<file path="src/rtl/sprite_rom_arbiter.sv">
// rtl/sprite_rom_arbiter.sv - shared sprite/tile ROM port arbiter with tag-matched colour return
module sprite_rom_arbiter #(
  parameter int N_REQ   = 4,
  parameter int ADDR_W  = 14,
  parameter int DATA_W  = 12,
  parameter int ROM_LAT = 2
) (
  input  logic                    clk,
  input  logic                    hard_reset,
  input  logic [N_REQ-1:0]        req,
  input  logic [N_REQ*ADDR_W-1:0] req_addr,
  input  logic                    pri_mode,
  input  logic                    hold,
  output logic [N_REQ-1:0]        gnt,
  output logic                    rom_en,
  output logic [ADDR_W-1:0]       rom_addr,
  input  logic [DATA_W-1:0]       rom_data,
  output logic [N_REQ-1:0]        rd_valid,
  output logic [DATA_W-1:0]       rd_data,
  output logic                    busy
);

  localparam int IDX_W = $clog2(N_REQ);

  logic [IDX_W-1:0] ptr;
  logic [IDX_W-1:0] win_idx;
  logic             win_found;
  logic [N_REQ-1:0] elig;
  logic             inflight;

  // One-hot tag per ROM latency stage; stage k holds the grant issued k+1 cycles earlier.
  logic [N_REQ-1:0] tag_pipe [ROM_LAT];

  // The requester granted this cycle sits out the next arbitration.
  assign elig = req & ~gnt;

  // Winner select: lowest index in fixed mode, first set bit after ptr in round-robin mode.
  always_comb begin
    win_found = 1'b0;
    win_idx   = '0;
    if (pri_mode) begin
      for (int i = N_REQ - 1; i >= 0; i--) begin
        if (elig[i]) begin
          win_found = 1'b1;
          win_idx   = IDX_W'(i);
        end
      end
    end else begin
      // Scan from farthest to nearest so the nearest candidate after ptr is the last one kept.
      for (int k = N_REQ; k >= 1; k--) begin
        if (elig[IDX_W'((int'(ptr) + k) % N_REQ)]) begin
          win_found = 1'b1;
          win_idx   = IDX_W'((int'(ptr) + k) % N_REQ);
        end
      end
    end
  end

  // Grant register, ROM strobe/address and round-robin pointer.
  always_ff @(posedge clk or posedge hard_reset) begin
    if (hard_reset) begin
      gnt      <= '0;
      rom_en   <= 1'b0;
      rom_addr <= '0;
      ptr      <= IDX_W'(N_REQ - 1);
    end else if (!hold && win_found) begin
      gnt      <= N_REQ'(1) << win_idx;
      rom_en   <= 1'b1;
      rom_addr <= req_addr[win_idx*ADDR_W +: ADDR_W];
      if (!pri_mode) begin
        ptr <= win_idx;
      end
    end else begin
      gnt    <= '0;
      rom_en <= 1'b0;
    end
  end

  // Tag pipeline matched to ROM latency; the last stage steers the returned word.
  always_ff @(posedge clk or posedge hard_reset) begin
    if (hard_reset) begin
      for (int k = 0; k < ROM_LAT; k++) begin
        tag_pipe[k] <= '0;
      end
      rd_valid <= '0;
      rd_data  <= '0;
    end else begin
      tag_pipe[0] <= gnt;
      for (int k = 1; k < ROM_LAT; k++) begin
        tag_pipe[k] <= tag_pipe[k-1];
      end
      rd_valid <= tag_pipe[ROM_LAT-1];
      if (|tag_pipe[ROM_LAT-1]) begin
        rd_data <= rom_data;
      end
    end
  end

  // Any tag still travelling towards rd_valid.
  always_comb begin
    inflight = 1'b0;
    for (int k = 0; k < ROM_LAT; k++) begin
      inflight = inflight | (|tag_pipe[k]);
    end
  end

  // Busy covers the grant cycle, the ROM wait and the return-strobe cycle.
  assign busy = inflight | (|gnt) | (|rd_valid);

endmodule

</file>
<file path="config.mk">
export PLATFORM = sky130hd
export DESIGN_NAME = sprite_rom_arbiter
export DESIGN_NICKNAME = d
export VERILOG_FILES = /design/src/rtl/sprite_rom_arbiter.sv
export SDC_FILE = /design/constraint.sdc
export NUM_CORES = 1
export LEC_CHECK = 0
export CAP_MARGIN = 20
export CORE_MARGIN = 8
export CORE_UTILIZATION = 40
export DETAILED_ROUTE_END_ITERATION = 8
export GPL_TIMING_DRIVEN = 0
export HOLD_SLACK_MARGIN = 0.12
export PLACE_DENSITY_LB_ADDON = 0.3
export SLEW_MARGIN = 10
export SYNTH_ARGS = -nofsm -noshare
export SYNTH_HDL_FRONTEND = slang
export SYNTH_SLANG_ARGS = --single-unit
</file>
<file path="constraint.sdc">
create_clock -name clk -period 2.4 [get_ports clk]
set_clock_uncertainty 0.2 [all_clocks]
set_input_delay 0.24 -clock clk [delete_from_list [all_inputs] [get_ports clk]]
set_output_delay 0.24 -clock clk [all_outputs]
set_load 0.01 [all_outputs]
</file>
* Word-level counts from Yosys, hierarchy flattened
Index checks and enable logic that the tools add are counted.
Cells by class: $lt $le $gt $ge 4, multiplexer cells 32, multipliers 1, $add $sub $neg 4, reductions and logical operators 7, shift-type cells 2, bitwise operators 6
Operator list (number):
- $shiftx 56x7->14 | 1
- $mux 1 | 18
- $mux 2 | 9
- $lt 2x4->1 const B | 4
- $reduce_or 4->1 | 4
- $bmux 1 s2 | 4
- $mul 2x3->5 const B | 1
- $add 2x1->2 const B | 2
- $add 2x2->2 const B | 2
- $and 4x4->4 | 1
- $mux 4 | 1
- $not 4->4 | 1
- $shl 1x2->4 const A | 1
- $or 1x1->1 | 3
- $reduce_and 2->1 | 1
- $logic_and 1x1->1 | 1
- $logic_not 1->1 | 1
- $not 1->1 | 1
Storage, ports and cells: register bits 45, output and inout port bits 36, input port bits 76, word-level logic and storage cells 64

* Depth between registers and ports, before layout
Gate-level depths: netlist of the first run.
depth in word-level cells 12, gate-level depth with buffers 8, mapped depth without buffers 6

* Worst setup path after synthesis of the first run
OpenSTA, ideal clock, no wires.
kind reg2reg, start register ptr[1], end register rom_addr[11], stages on the path, launching flop included 9, arrival 1.845 ns, setup slack 0.261 ns, required time 2.106 ns, clock period less this slack 2.139 ns, setup time 0.094 ns, cell sequence dfstp_2 > buf_2 > xnor2_1 > nor3_2 > a31oi_1 > a41oi_4 > buf_6 > mux2i_1 > a221oi_2
Between the ends: cells in the longest elaborated chain, start to end 11, elaborated cells on any way between the ends 29
Ends and longest elaborated chain:
- start: declaration | RTL line 25 | logic [IDX_W-1:0] ptr;
- start signal: assignment | RTL line 65 | ptr <= IDX_W'(N_REQ - 1);
- start signal: assignment | RTL line 71 | ptr <= win_idx;
- $add 2x1->2 | RTL line 51, 53
- $bmux 1 s2 | RTL line 51 | if (elig[IDX_W'((int'(ptr) + k) % N_REQ)]) begin
- $mux 1 (not written as such) (2 in series) | RTL line 51
- $mux 2 (4 in series) | RTL line 51
- $mux 2 | RTL line 41 | if (pri_mode) begin
- $mul 2x3->5 | RTL line 69 | rom_addr <= req_addr[win_idx*ADDR_W +: ADDR_W];
- $shiftx 56x7->14 | RTL line 69
- end signal: assignment | RTL line 69
- end: declaration | RTL line 16 | output logic [ADDR_W-1:0] rom_addr,
Parallel ways exist; a longest one is shown, timed or not. The select of a mux whose other input is x is not followed. A chain may end at the register's enable or synchronous reset.

* Final worst setup path of the first run
start register ptr[1], end register rom_addr[0]
The elaborated chain is that of the path after synthesis.

==> impl_metrics.py, run 1 <==
metrics = {
    "placed_design": {
        "gp_congestion": 0.7800,
        "pre_cts_slack_ns": -0.3637,
        "placement.io_buffers": 111,
        "dpl_cell_area_um2": 3423,
        "place_hpwl_um": 4785,
    },
    "synth": {
        "synth_edf_count": 0,
        "async_flop_share_pct": 100.0,
        "yosysTopAreaCell": "dfrtp_1",
        "synth_nets": 247,
        "synth.area.top_cells": "dfrtp_1, mux2i_1, a221oi_2, mux2_2, nor2_1",
        "synth_area_um2": 2202,
        "avgSynthCellArea_um2": 12.88,
        "ys_types": 31,
        "ys_ff_latch": 45,
        "yosys_warnings": 0,
        "seq_area_frac_synth_pct": 51.25,
        "synth_ff_type": "dfrtp_1",
        "synthTopCellsByCount": "dfrtp_1, mux2i_1, nor2_1",
        "synth_top_area_share_pct": 48.86,
        "yosysMostFrequentCell": "dfrtp_1",
        "syn_inst": 171,
    },
    "setup_path": {
        "cp_max_fo": 10,
        "worst-r2r-setup-slack_ns": 0.14,
        "crit_required_ns": 2.40,
        "cp-start-kind": "register",
        "path_class": "reg2reg",
        "endpoint_kind": "register",
        "crit_arrival_ns": 2.26,
    },
    "sta": {
        "slew_headroom_pct": 70.81,
        "fin_crit_ns": 2.258,
        "slew_viol_final": 0,
        "max_slew.worst_pin.slew_ns": 0.4364,
        "fin_ws_ns": 0.1424,
        "fin_crit_sh_pct": 94.07,
        "finalHoldViolCount": 0,
        "setup_violations": 0,
        "clock.fmax_ghz": 0.4429,
        "rsz0062_at_grt": "no",
    },
    "layout": {
        "final_cell_area_um2": 3622,
        "regArea_um2": 1129,
        "insertedDiodeCount": 0,
        "multi_input_area_um2": 1033,
        "drive_gt1_share_pct": 20.68,
        "fin_nets": 370,
        "nFillCells": 458,
        "finalCoreUtilization_pct": 67.01,
        "syn_to_final_growth_pct": 64.49,
    },
    "clock_network": {
        "cts_buffers": 5,
        "tritoncts": "built",
        "clkSinkCount": 45,
        "clk_path_buf_depth": 2,
        "insertion_delay_ns": 0.29,
        "clockRootBuffer": "clkbuf_8",
        "cts-htree-levels": 2,
        "path_clk_slew_ns": 0.09,
    },
    "routing": {
        "viasPerCell": 4.992,
        "wire_per_inst_um": 16.50,
        "ant_nets": 0,
        "vias": 1832,
        "drc": 0,
        "drt_iter0_drc": 55,
        "drt-total-wl_um": 6054,
        "firstDrtPassIters": 4,
    },
    "run_status": {
        "outcome": "completed",
    },
    "pwr": {
        "vdd_drop_max_mv": 0.4541,
        "p_leak_uw": 0.001556,
        "power_density_nw_per_um2": 874.6,
    },
    "global_routing": {
        "grt_use_total_pct": 15.16,
        "grt_max_degree": 30,
        "grt_pass1_wl_um": 10360,
        "grt_use_met1_pct": 16.51,
        "grt_pass1_vias": 2115,
        "antenna_found_initial": 0,
        "grt.met3_usage_pct": 7.481,
        "busiest_layer": "met2",
        "grt_overflow": 0,
        "grt_use_met2_pct": 26.01,
    },
    "floorplan": {
        "start_util_pct": 40.74,
        "core_area_um2": 5405,
        "die_y_um": 90.20,
        "pin_count": 112,
        "row_count": 27,
        "die-area_um2": 8135,
        "die_w_um": 90.20,
    },
    "job": {
        "drv_cap": 0,
    },
    "min_path": {
        "hold_path_class": "reg2reg",
    },
}
==> cell usage in the layout (no fill, tap or decap), drive strengths merged <==
cell,synthesis,layout
nand4b,1,1
a21oi,1,1
bufinv,0,1
nor2,21,21
buf,7,10
nand2b,3,3
clkbuf,2,8
dlygate4sd2,0,1
nand2,3,3
o21a,3,3
nor2b,4,4
a41oi,1,1
a221oi,14,14
clkdlybuf4s50,0,110
xnor2,1,1
dlygate4sd3,0,1
a31oi,3,3
and3,1,1
dfstp,2,2
and2,2,2
nand4,1,1
inv,2,4
mux2,14,14
o21ai,2,2
a22oi,1,1
nor4,6,6
mux2i,28,28
nor3,5,5
dfrtp,43,43
==> registers in the layout, summed over array words and instances, names as in the netlist <==
register / cells
gnt: 4
rom_en: 1
tag_pipe: 8
rd_valid: 4
rom_addr: 14
rd_data: 12
ptr: 2
==> path summary, 6_finish.rpt <==
check | from | end | depth (start not counted)
max in group asynchronous | hard_reset | ptr[0] | 4
setup / recovery | ptr[1] | rom_addr[0] | 8
min in group asynchronous | hard_reset | rd_data[2] | 3
hold reg to reg | tag_pipe[7] | tag_pipe[3] | 0
hold / removal | tag_pipe[7] | tag_pipe[3] | 0
setup reg to reg | ptr[1] | rom_addr[0] | 8
==> power breakdown <==
part           switching [µW]  total (µW)  internal, µW
logic                     608        1470           860
registers                 127        1120           994
clock network             262         579           317
==> worst max-delay path, cell delays in order (launching register included) <==
cell      delay (ns)
dfstp_2         0.52
clkbuf_4        0.18
xnor2_1         0.18
nor3_2          0.07
a31oi_2         0.20
a41oi_4         0.17
buf_6           0.20
mux2i_1         0.15
a221oi_2        0.28
==> routing by layer <==
metal | wire length [µm] | vias to the layer above
li1 | - | 878
met2 | 2829 | 83
met3 | 618 | 6
met5 | 0 | -
met1 | 2537 | 865
met4 | 68 | 0
==> what timing repair did <==
item / in CTS / in global routing
pin swaps: 1 / 2
gates resized for setup: 7 / 7
setup endpoints to repair: 11 / 15
hold endpoints to repair: 16 / 0
hold buffers: 1 / 0
setup buffers: 0 / 3
==> through the flow <==
stage	power [µW]	hold WS [ns]	TNS, ns	cells
2_1_floorplan	1870	0.1127	0	171
5_1_grt	3361	0.1996	0	367
4_1_cts	3185	0.1847	0	364
3_3_place_gp	2538	0.1563	-4.549	354
3_5_place_dp	2569	0.1631	-5.091	355
6_report	3168	0.1836	0	367
==> cell families after synthesis <==
kind of cell              Yosys count  share of synthesized area, %
DFF                                45                         51.25
AOI/OAI and AO/OA                  25                         13.13
muxes                              42                         19.89
buffers and inverters              11                         3.523
and+or+nand+nor                    47                         11.82
xor gates and xnor gates            1                        0.3978
==> area by class of cell <==
type                            instances  area share [%]
Clock inverter                          3           1.313
Buffer                                  9           2.314
Multi-Input combinational cell        115           28.53
Inverter                                2          0.2073
Tap cell                               72           2.487
Timing Repair Buffer                  116           32.09
Sequential cell                        45           31.16
Clock buffer                            5           1.900
No activity file was read; power rests on OpenSTA's default activity.
==> run 2: changes to the inputs <==
--- a/config.mk
+++ b/config.mk
@@ -10,7 +10,7 @@
 export CORE_UTILIZATION = 40
 export DETAILED_ROUTE_END_ITERATION = 8
 export GPL_TIMING_DRIVEN = 0
-export HOLD_SLACK_MARGIN = 0.12
+export HOLD_SLACK_MARGIN = 0.08
 export PLACE_DENSITY_LB_ADDON = 0.3
 export SLEW_MARGIN = 10
 export SYNTH_ARGS = -nofsm -noshare
==> results of run 2 <==
Final layout, timing and power as in run 1 (identical DEF).
==> run 3: changes to the inputs <==
--- a/config.mk
+++ b/config.mk
@@ -12,7 +12,7 @@
 export GPL_TIMING_DRIVEN = 0
 export HOLD_SLACK_MARGIN = 0.08
 export PLACE_DENSITY_LB_ADDON = 0.3
-export SLEW_MARGIN = 10
+export SLEW_MARGIN = 20
 export SYNTH_ARGS = -nofsm -noshare
 export SYNTH_HDL_FRONTEND = slang
 export SYNTH_SLANG_ARGS = --single-unit
==> results of run 3 <==
Final layout, timing and power as in run 1 (identical DEF).
